**config.mk**
```make
export PLATFORM = sky130hd
export DESIGN_NAME = spi_master_tx_flat
export DESIGN_NICKNAME = d
export VERILOG_FILES = /design/src/rtl/spi_master_tx_if.sv /design/src/rtl/spi_master_tx.sv /design/src/flat_wrapper.sv
export SDC_FILE = /design/constraint.sdc
export NUM_CORES = 1
export LEC_CHECK = 0
export BUFFER_PORTS_ARGS = -buffer_cell sky130_fd_sc_hd__buf_2
export CORE_MARGIN = 3
export CORE_UTILIZATION = 30
export DETAILED_ROUTE_END_ITERATION = 16
export PLACE_DENSITY = 0.56
export SLEW_MARGIN = 10
export SYNTH_ARGS = -nofsm -noshare
export SYNTH_HDL_FRONTEND = slang
export SYNTH_SLANG_ARGS = --single-unit
```
**constraint.sdc**
```tcl
create_clock -name clk -period 2.9 [get_ports clk]
set_input_delay 0.29 -clock clk [delete_from_list [all_inputs] [get_ports clk]]
set_output_delay 0.29 -clock clk [all_outputs]
set_load 0.03 [all_outputs]
```
**src/rtl/spi_master_tx_if.sv**
```systemverilog
// Host byte stream plus SPI pins of spi_master_tx. The master modport is the
// SPI master's own view; the slave modport is the host/peripheral side.
interface spi_master_tx_if;
  logic [7:0] tx_data;
  logic       tx_valid;
  logic       tx_ready;
  logic [7:0] rx_data;
  logic       rx_valid;
  logic       sck;
  logic       mosi;
  logic       miso;
  logic       cs_n;
  logic       busy;
  logic       frame_done;

  modport master (
    input  tx_data, tx_valid, miso,
    output tx_ready, rx_data, rx_valid, sck, mosi, cs_n, busy, frame_done
  );

  modport slave (
    output tx_data, tx_valid, miso,
    input  tx_ready, rx_data, rx_valid, sck, mosi, cs_n, busy, frame_done
  );
endinterface

```
**src/rtl/spi_master_tx.sv**
```systemverilog
// Mode-0 byte SPI master: drains a small TX FIFO MSB-first onto mosi, keeps
// cs_n low across back-to-back bytes and returns each MISO byte with a strobe.
module spi_master_tx #(
  parameter int CLK_DIV    = 4,
  parameter int FIFO_DEPTH = 4
) (
  input  logic            clk,
  input  logic            reset,
  spi_master_tx_if.master bus
);
  localparam int AW = $clog2(FIFO_DEPTH);
  localparam int CW = AW + 1;
  localparam int DW = $clog2(CLK_DIV);
  localparam logic [CW-1:0] FULL     = CW'(FIFO_DEPTH);
  localparam logic [DW-1:0] DIV_LAST = DW'(CLK_DIV - 1);

  typedef enum logic [1:0] {IDLE, SETUP, HIGH, TAIL} state_t;

  state_t        state;
  logic [DW-1:0] div_cnt;
  logic [2:0]    bit_cnt;
  logic [7:0]    tx_sh;
  logic [7:0]    rx_sh;
  logic [7:0]    mem [FIFO_DEPTH];
  logic [AW-1:0] wr_ptr;
  logic [AW-1:0] rd_ptr;
  logic [CW-1:0] count;
  logic [7:0]    head;
  logic          push;
  logic          pop;
  logic          empty;
  logic          tick;
  logic          last_bit;

  assign empty        = (count == '0);
  assign head         = mem[rd_ptr];
  assign bus.tx_ready = (count != FULL);
  assign push         = bus.tx_valid && bus.tx_ready;
  assign tick         = (div_cnt == DIV_LAST);
  assign last_bit     = (bit_cnt == 3'd7);
  // The next byte is fetched either from idle or right at the end of bit 7,
  // so a queued byte continues the frame without releasing cs_n.
  assign pop          = !empty && ((state == IDLE) || (state == HIGH && tick && last_bit));
  assign bus.busy     = (state != IDLE);

  always_ff @(posedge clk) begin
    if (push) mem[wr_ptr] <= bus.tx_data;
  end

  always_ff @(posedge clk or posedge reset) begin
    if (reset) begin
      wr_ptr <= '0;
      rd_ptr <= '0;
      count  <= '0;
    end else begin
      if (push) wr_ptr <= wr_ptr + AW'(1);
      if (pop)  rd_ptr <= rd_ptr + AW'(1);
      case ({push, pop})
        2'b10:   count <= count + CW'(1);
        2'b01:   count <= count - CW'(1);
        default: ;
      endcase
    end
  end

  // Shift registers hold data only; control state decides when they move.
  always_ff @(posedge clk) begin
    if (pop)                        tx_sh <= head;
    else if (state == HIGH && tick) tx_sh <= {tx_sh[6:0], 1'b0};
    if (state == SETUP && tick)     rx_sh <= {rx_sh[6:0], bus.miso};
  end

  always_ff @(posedge clk or posedge reset) begin
    if (reset) begin
      state          <= IDLE;
      div_cnt        <= '0;
      bit_cnt        <= '0;
      bus.sck        <= 1'b0;
      bus.mosi       <= 1'b0;
      bus.cs_n       <= 1'b1;
      bus.rx_data    <= 8'h00;
      bus.rx_valid   <= 1'b0;
      bus.frame_done <= 1'b0;
    end else begin
      bus.rx_valid   <= 1'b0;
      bus.frame_done <= 1'b0;
      // Every state change other than leaving IDLE happens on a tick, so
      // clearing on tick or in IDLE restarts the divider on each entry.
      div_cnt <= (tick || state == IDLE) ? '0 : div_cnt + DW'(1);
      case (state)
        IDLE: begin
          if (!empty) begin
            bus.mosi <= head[7];
            bit_cnt  <= '0;
            bus.cs_n <= 1'b0;
            state    <= SETUP;
          end
        end
        SETUP: begin
          if (tick) begin
            bus.sck <= 1'b1;
            state   <= HIGH;
          end
        end
        HIGH: begin
          if (tick) begin
            bus.sck <= 1'b0;
            if (!last_bit) begin
              bus.mosi <= tx_sh[6];
              bit_cnt  <= bit_cnt + 3'd1;
              state    <= SETUP;
            end else begin
              bus.rx_data  <= rx_sh;
              bus.rx_valid <= 1'b1;
              if (!empty) begin
                bus.mosi <= head[7];
                bit_cnt  <= '0;
                state    <= SETUP;
              end else begin
                state <= TAIL;
              end
            end
          end
        end
        TAIL: begin
          if (tick) begin
            bus.cs_n       <= 1'b1;
            bus.frame_done <= 1'b1;
            bus.mosi       <= 1'b0;
            state          <= IDLE;
          end
        end
        default: state <= IDLE;
      endcase
    end
  end
endmodule

```
**src/flat_wrapper.sv**
```systemverilog
// flat-port wrapper written by rule: the top's interface ports become plain ports
module spi_master_tx_flat 
#(
  parameter int CLK_DIV    = 4,
  parameter int FIFO_DEPTH = 4
)
  (clk, reset, bus_tx_data, bus_tx_valid, bus_miso, bus_tx_ready, bus_rx_data, bus_rx_valid, bus_sck, bus_mosi, bus_cs_n, bus_busy, bus_frame_done);
  spi_master_tx_if bus_i ();
  input  logic clk;
  input  logic reset;
  input wire logic [$bits(bus_i.tx_data)-1:0] bus_tx_data;
  input wire logic [$bits(bus_i.tx_valid)-1:0] bus_tx_valid;
  input wire logic [$bits(bus_i.miso)-1:0] bus_miso;
  output wire logic [$bits(bus_i.tx_ready)-1:0] bus_tx_ready;
  output wire logic [$bits(bus_i.rx_data)-1:0] bus_rx_data;
  output wire logic [$bits(bus_i.rx_valid)-1:0] bus_rx_valid;
  output wire logic [$bits(bus_i.sck)-1:0] bus_sck;
  output wire logic [$bits(bus_i.mosi)-1:0] bus_mosi;
  output wire logic [$bits(bus_i.cs_n)-1:0] bus_cs_n;
  output wire logic [$bits(bus_i.busy)-1:0] bus_busy;
  output wire logic [$bits(bus_i.frame_done)-1:0] bus_frame_done;
  assign bus_i.tx_data = bus_tx_data;
  assign bus_i.tx_valid = bus_tx_valid;
  assign bus_i.miso = bus_miso;
  assign bus_tx_ready = bus_i.tx_ready;
  assign bus_rx_data = bus_i.rx_data;
  assign bus_rx_valid = bus_i.rx_valid;
  assign bus_sck = bus_i.sck;
  assign bus_mosi = bus_i.mosi;
  assign bus_cs_n = bus_i.cs_n;
  assign bus_busy = bus_i.busy;
  assign bus_frame_done = bus_i.frame_done;
  spi_master_tx #(.CLK_DIV(CLK_DIV), .FIFO_DEPTH(FIFO_DEPTH)) u_core (.clk(clk), .reset(reset), .bus(bus_i));
endmodule
```
[Word-level counts from Yosys, hierarchy flattened]
Memories as Yosys holds them, arrays and structs flattened.
Index checks and enable logic that the tools add are counted.
Storage, ports and cells
  bits in registers: 42
  RAM bits: 32
  input port bits: 12
  output and inout bits: 15
  word-level logic and storage cells: 87
  memories kept: 1
Operators by class
  add/subtract/negate cells: 6
  equality and inequality tests: 12
  muxes and demuxes: 31
  reduce and logical (&&, ||, !) cells: 23
Memories
  u_core.mem: depth 4, bits a word 8, read ports 1, clocked after Yosys merged registers in 0, write ports 1, RTL line spi_master_tx.sv:24  | logic [7:0] mem [FIFO_DEPTH];
Operator list (count)
  $mux W2: 7
  $mux W7: 2
  $mux W1: 13
  $pmux W3 S2: 2
  $reduce_and A3 Y1: 4
  $reduce_bool A2 Y1: 6
  $mux W3: 3
  $eq A2 B2 Y1 const B: 4
  $pmux W2 S4: 1
  $add A2 B1 Y2 const B: 3
  $add A3 B1 Y3 const B: 2
  $ne A2 B1 Y1 const B: 3
  $logic_and A1 B1 Y1: 5
  $eq A2 B1 Y1 const B: 2
  $pmux W1 S2: 2
  $reduce_and A4 Y1: 1
  $eq A3 B3 Y1 const B: 1
  $logic_not A3 Y1: 1
  $ne A3 B3 Y1 const B: 1
  $pmux W1 S3: 1
  $reduce_bool A3 Y1: 1
  $sub A3 B1 Y3 const B: 1
  $logic_not A2 Y1: 1
  $logic_or A1 B1 Y1: 2
  other kinds (3): 3

[Logic depth before layout (Yosys ltp)]
Gate-level depths: netlist (run 1).
  depth after elaboration: 7
  depth in mapped cells: 10
  depth with buffers taken out: 9

[Worst setup path before layout (run 1)]
Ideal clock, no wire load.
  path type: register to register
  start point: reg u_core.bit_cnt[0]
  end point: reg u_core.count[2]
  library setup time: 0.127 ns
  arrival time: 2.162 ns
  data required time: 2.773 ns
  setup slack: 0.611 ns
  cell stages (with the launch flop): 10
  buffers on the path: 0
  period minus slack after synthesis: 2.289 ns
  path through: dfrtp_1 -> ha_1 -> ha_1 -> a31oi_1 -> nor2_2 -> ha_1 -> fa_1 -> xnor2_1 -> nor2_1 -> xor2_1
Between the ends
  word-level cells in the longest chain between the ends: 6
  elaborated cells between the ends (all ways): 8
  classes of those cells: eq/ne: 3; mux: 1; reduce/logical: 4
RTL lines
  from (decl): RTL line spi_master_tx.sv:21  | logic [2:0] bit_cnt;
  from (signal assigned): RTL line spi_master_tx.sv:110  | bit_cnt <= bit_cnt + 3'd1;
  $eq A3 B3 Y1 *: RTL line spi_master_tx.sv:40  | assign last_bit = (bit_cnt == 3'd7);
  $logic_and A1 B1 Y1 *: RTL line spi_master_tx.sv:43  | assign pop = !empty && ((state == IDLE) || (state == HIGH && tick && last_bit));
  $logic_or A1 B1 Y1 *: RTL line spi_master_tx.sv:43
  $logic_and A1 B1 Y1 *: RTL line spi_master_tx.sv:43
  $eq A2 B1 Y1 / $eq A2 B2 Y1 (equally long branches): RTL line spi_master_tx.sv:58  | case ({push, pop})
  $pmux W3 S2 / $reduce_bool A2 Y1 (equally long branches)
  to (signal assigned): RTL line spi_master_tx.sv:59  | 2'b10: count <= count + CW'(1);
  to (signal assigned): RTL line spi_master_tx.sv:60  | 2'b01: count <= count - CW'(1);
  to (decl): RTL line spi_master_tx.sv:27  | logic [CW-1:0] count;
Mark *: on every way between the ends. The rest lies on a longest branch, timed or not.
A chain may end at the register's enable or synchronous reset.

[Worst setup path after layout (run 1)]
Same ends and word-level chain as after synthesis.

==> results_dict.tcl, run 1 <==
set metrics [dict create \
    drtIter0Drc 80 \
    fill_cells 948 \
    startpoint_type "register" \
    grt_pass1_vias 1572 \
    dr_total_vias 1558 \
    crit_slowest_cell "fa_1" \
    cts-root-buf "clkbuf_8" \
    start_util 0.313 \
    drcViolationCount 0 \
    async_flop_share 0.365 \
    port-buffer-count 26 \
    final_common_cell "edfxtp_1" \
    crit_type "register to register" \
    status "completed" \
    synth_edf_count 47 \
    endpoint_kind "register" \
    cap_violations 0 \
    crit_arrival_ps 2620 \
    final_hold_viol_count 0 \
    critical-path-top-delay-family "adder cells" \
    gp_congestion 0.717 \
    grt-ovfl-total 0 \
    place_hpwl_mm 3.30 \
    fin_skew_ps 13.8 \
    diodes 0 \
    synthFlopType "edfxtp_1" \
    yosysWarnings 0 \
    period_share 0.827 \
    dieWidth_um 108 \
    grt_max_degree 28 \
    hold_path.class "input port to register" \
    worst_slack_ps 503 \
    cp.required_ps 3120 \
    holdPathStages 1 \
    die_h_um 108 \
    synth_cells 180 \
    p_leak_uw 0.00149 \
    numCtsBuffers 9 \
    cts_max_path_buffers 2 \
    avgSynthCellArea_um2 17.3 \
    design_area_um2 3650 \
    core-area_um2 9910 \
    postPlaceCellArea_um2 3400 \
    drv_slew 0 \
    fmax_ghz 0.417 \
    htreeDepth 3 \
    vias_per_cell 4.41 \
    rows 36 \
    dieArea_um2 11600 \
    setup_viol 0 \
    ff2ff_path_depth 9 \
    path_buf_inv 0 \
    path_max_fanout 7 \
    min_period_ps 2400 \
    cpPeakStageDelay_ps 440 \
    cts.sinks 74 \
    hold_slack_ps 122 \
    antenna_found_initial 0 \
    crit_chain "ha_1, ha_1, a31oi_1, nor2_2, ha_1, fa_1, xnor2_1, nor2_1, xor2_1" \
    clkSlewWorstSetupHoldPaths_ps 80 \
    dr.pass1.iters 4 \
    final_util 0.368 \
    ant_nets 0 \
    grt_pass1_wl_mm 8.15 \
    ir_worst_vdd_mv 0.348 \
    dp_slack_ps 520 \
    drive_gt1_frac 0.382 \
    holdBufCountCts 0 \
    track_usage 0.0928 \
    area_delta_synth_final_pct 17.4 \
    clock_latency_ps 340 \
    synth_fp_nets 206 \
    grt_setup_unrepaired "false" \
    ys_types 43 \
    yosysSeqAreaShare 0.672 \
    cts_tree "done" \
    ioPinCount 27 \
    tightest_slew_ps 1060 \
    post_cts_buffers 0 \
    synthesis.area_um2 3110 \
    ys_ff_latch 74 \
    power_density_nw_per_um2 1030 \
    cts.repair.resized 0 \
    layout.nets 241 \
    crit_top_cell "ha_1" \
    cp.depth 9 \
    drt-total-wl_mm 4.84 \
    avgRoutedWirePerCell_um 13.7 \
    slew_headroom 0.295 \
    most-common-layout-cells "edfxtp_1, buf_2, dfrtp_1" \
    tns_ps 0 \
]
## worst reg2reg max path, delay by kind of cell, from the launching register on
family / cells / cell delay [ps]
flip-flops: 1 / 390
AND/OR/NAND/NOR: 2 / 150
adder cells (fa/ha/maj): 4 / 1130
XOR/XNOR: 2 / 300
AO/OA/AOI/OAI: 1 / 310
## logic make-up (layout without fill, tap and decap cells)
kind of cell | count (synthesis) | count (layout) | share of synthesized area
adder cells (fa/ha/maj) | 14 | 14 | 0.0588
AO/OA/AOI/OAI | 16 | 16 | 0.0399
XOR/XNOR | 6 | 6 | 0.0169
flip-flops | 74 | 74 | 0.672
AND/OR/NAND/NOR | 29 | 29 | 0.0625
multiplexers | 28 | 28 | 0.131
buffers and inverters | 13 | 53 | 0.0181
## power by group
group	switching, uW	leakage (uW)	internal [uW]
combinational	560	0.000600	572
sequential	193	0.000774	1440
clock	399	0.000121	581
## registers in the layout (all words and copies together) (netlist names)
name / count
u_core.mem: 32
u_core.bus.rx_data: 8
u_core.rx_sh: 8
u_core.tx_sh: 7
u_core.bit_cnt: 3
u_core.count: 3
u_core.div_cnt: 2
u_core.rd_ptr: 2
u_core.state: 2
u_core.wr_ptr: 2
u_core.bus.cs_n: 1
u_core.bus.frame_done: 1
u_core.bus.mosi: 1
u_core.bus.rx_valid: 1
u_core.bus.sck: 1
## metrics by stage
step / cells / total power, uW
finish: 353 / 3740
global route: 353 / 4000
CTS: 353 / 3800
detailed placement: 337 / 2810
global placement: 337 / 2790
floorplan: 180 / 2530
## metal layers
| layer | share of wire | wire, um | global-route usage | up-vias |
|---|---|---|---|---|
| li1 | - | - | - | 749 |
| met1 | 0.48 | 2330 | 0.129 | 777 |
| met2 | 0.46 | 2250 | 0.132 | 24 |
| met3 | 0.033 | 161 | 0.0270 | 8 |
| met4 | 0.020 | 99 | 0.0460 | 0 |
| met5 | 0 | 0 | 0 | - |
## final cells by class
cell class                 count  area, um2  area share
multi-input combinational     93        961       0.264
inverter                       8       30.0     0.00824
clock buffer                   9        124      0.0340
tap                          133        166      0.0456
timing repair buffer          29        153      0.0419
clock inverter                 7        124      0.0340
sequential                    74       2090       0.573
## cell usage after synthesis (2+ instances only)
cell	number	area, um2
a211oi_1	2	15.0
a21oi_1	2	10.0
a22o_1	2	17.5
a2bb2oi_1	2	17.5
a31oi_1	2	12.5
and2_1	3	18.8
and3_2	4	30.0
buf_2	2	10.0
dfrtp_1	26	651
edfxtp_1	47	1410
ha_1	13	163
inv_1	8	30.0
mux2_2	18	203
mux4_2	8	180
nand2_1	4	15.0
nand2b_1	3	18.8
nor2_1	2	7.51
nor2b_1	2	12.5
nor3b_1	2	15.0
xnor2_1	3	26.3
xor2_1	3	26.3
## worst paths after layout
path,from,slack (ps),to
worst max-delay path,u_core.bit_cnt[0],500,u_core.count[2]
worst min-delay path,bus_miso,120,u_core.rx_sh[0]
worst max register to register,u_core.bit_cnt[0],500,u_core.count[2]
worst min register to register,u_core.div_cnt[0],440,u_core.div_cnt[0]
max in group asynchronous,reset,2050,u_core.state[1]
min in group asynchronous,reset,200,u_core.bit_cnt[1]
(Power assumes the default switching activity.)
==> inputs of run 2 (changes only) <==
--- a/config.mk
+++ b/config.mk
@@ -9,7 +9,7 @@
 export CORE_MARGIN = 3
 export CORE_UTILIZATION = 30
 export DETAILED_ROUTE_END_ITERATION = 16
-export PLACE_DENSITY = 0.56
+export PLACE_DENSITY = 0.57
 export SLEW_MARGIN = 10
 export SYNTH_ARGS = -nofsm -noshare
 export SYNTH_HDL_FRONTEND = slang
==> constraint.sdc (replaced) <==
create_clock -name clk -period 2.2 [get_ports clk]
set_input_delay 0.22 -clock clk [delete_from_list [all_inputs] [get_ports clk]]
set_output_delay 0.22 -clock clk [all_outputs]
set_load 0.03 [all_outputs]
==> run 2 against run 1 <==
Critical path depth shrank 3; sequential power rose by 26%; clock power increased by 0.8%; flip-flop and latch count is the same; die area is the same; utilization grew 0.44 points; worst hold slack lost 71 ps; register-to-register slack got worse by 390 ps; total power up 28%; final cell count rose by 3.1%.
==> results_dict.tcl, run 2 (synthesis gave the netlist of run 1 again) <==
set metrics [dict create \
    cts_tree "done" \
    crit_type "register to register" \
    track_usage 0.0976 \
    p_leak_uw 0.00152 \
    grt_pass1_vias 1635 \
    clkSlewWorstSetupHoldPaths_ps 70 \
    fmax_ghz 0.478 \
    crit_arrival_ps 2310 \
    crit_chain "or3b_4, and2_4, inv_1, ha_2, fa_2, mux2_2" \
    drcViolationCount 0 \
    avgRoutedWirePerCell_um 14.1 \
    start_util 0.313 \
    drtIter0Drc 57 \
    dp_slack_ps 10.8 \
    fin_skew_ps 8.03 \
    drive_gt1_frac 0.416 \
    status "completed" \
    dr_total_vias 1615 \
    tightest_slew_ps 487 \
    design_area_um2 3690 \
    startpoint_type "register" \
    ioPinCount 27 \
    ant_nets 0 \
    layout.nets 252 \
    die_h_um 108 \
    area_delta_synth_final_pct 18.8 \
    hold_path.class "input port to register" \
    drt-total-wl_mm 5.12 \
    period_share 0.951 \
    rows 36 \
    largest_reg_flops 32 \
    endpoint_kind "register" \
    vias_per_cell 4.44 \
    numCtsBuffers 9 \
    diodes 0 \
    grt_pass1_wl_mm 8.41 \
    antenna_found_initial 0 \
    min_period_ps 2090 \
    cts-root-buf "clkbuf_8" \
    worst_slack_ps 108 \
    fill_cells 958 \
    path_max_fanout 6 \
    dr.pass1.iters 4 \
    rrSetupSlack_ps 110 \
    cap_violations 0 \
    power_density_nw_per_um2 1300 \
    cts_max_path_buffers 2 \
    grt_max_degree 28 \
    final_hold_viol_count 0 \
    drv_slew 0 \
    regMostFlops "u_core.mem" \
    grt_setup_unrepaired "false" \
    cpPeakStageDelay_ps 430 \
    most-common-layout-cells "edfxtp_1, buf_2, dfrtp_1" \
    htreeDepth 3 \
    grt-ovfl-total 0 \
    clock_latency_ps 340 \
    reg_top3 "u_core.mem: 32 flops, u_core.bus.rx_data: 8 flops, u_core.rx_sh: 8 flops" \
    post_cts_buffers 0 \
    port-buffer-count 26 \
    dieArea_um2 11600 \
    cp.required_ps 2420 \
    core-area_um2 9910 \
    crit_slowest_cell "or3b_4" \
    ir_worst_vdd_mv 0.378 \
    cts.sinks 74 \
    ff2ff_path_depth 6 \
    setup_viol 0 \
    dieWidth_um 108 \
    gp_congestion 0.684 \
    postPlaceCellArea_um2 3480 \
    holdPathStages 1 \
    final_common_cell "edfxtp_1" \
    place_hpwl_mm 3.51 \
    slew_headroom 0.671 \
]
[run 2: final cells by class]
cell class | instances | area, um2 | area share
Clock buffer | 9 | 124 | 0.0336
Inverter | 8 | 30.0 | 0.00814
Tap cell | 133 | 166 | 0.0451
Sequential cell | 74 | 2090 | 0.566
Multi-Input combinational cell | 93 | 983 | 0.267
Timing Repair Buffer | 40 | 238 | 0.0644
Clock inverter | 7 | 60.1 | 0.0163
[run 2: power by group]
group | leakage (uW) | internal (uW) | switching (uW)
clock | 0.0000939 | 510 | 478
combinational | 0.000649 | 872 | 890
sequential | 0.000774 | 1900 | 149
total | 0.00152 | 3280 | 1520
[run 2: what timing repair did]
action / CTS / global route
endpoints found under the setup margin: 1 / 2
resized for setup: 1 / 3
hold endpoints to repair: 26 / 0
hold buffers: 1 / 0
cloned: 0 / 0
pin swaps: 2 / 2
[run 2: through the flow]
| stage | setup TNS, ps | total power [uW] | cells | hold slack (ps) | util |
|---|---|---|---|---|---|
| 2_1_floorplan | -76.8 | 3340 | 180 | 272 | - |
| 3_3_place_gp | 0 | 3800 | 347 | 302 | 0.351 |
| 3_5_place_dp | 0 | 3840 | 347 | 306 | 0.351 |
| 4_1_cts | 0 | 4870 | 364 | 32.1 | 0.371 |
| 5_1_grt | 0 | 5120 | 364 | 29.3 | 0.372 |
| 6_report | 0 | 4790 | 364 | 51.4 | 0.372 |
[run 2: worst paths after layout]
kind	startpoint	endpoint
max in group asynchronous	reset	u_core.bus.cs_n
max	u_core.count[0]	u_core.count[1]
max reg2reg	u_core.count[0]	u_core.count[1]
min reg2reg	u_core.div_cnt[0]	u_core.div_cnt[0]
min	bus_miso	u_core.rx_sh[0]
min in group asynchronous	reset	u_core.div_cnt[0]
[run 2: metal layers]
layer  vias to the layer above  part of all wire  global-route usage
met5                         -                 0                   0
met4                         0             0.018              0.0541
met3                         6             0.030              0.0318
met2                        17              0.49               0.147
met1                       822              0.46               0.123
li1                        770                 -                   -
[run 2: worst max-delay path: cells and delay by family (launching register included)]
family,cells,cell delay [ps]
buffers and inverters,1,70
and+or+nand+nor,2,620
muxes,1,270
adders and majority gates,2,630
DFF,1,380
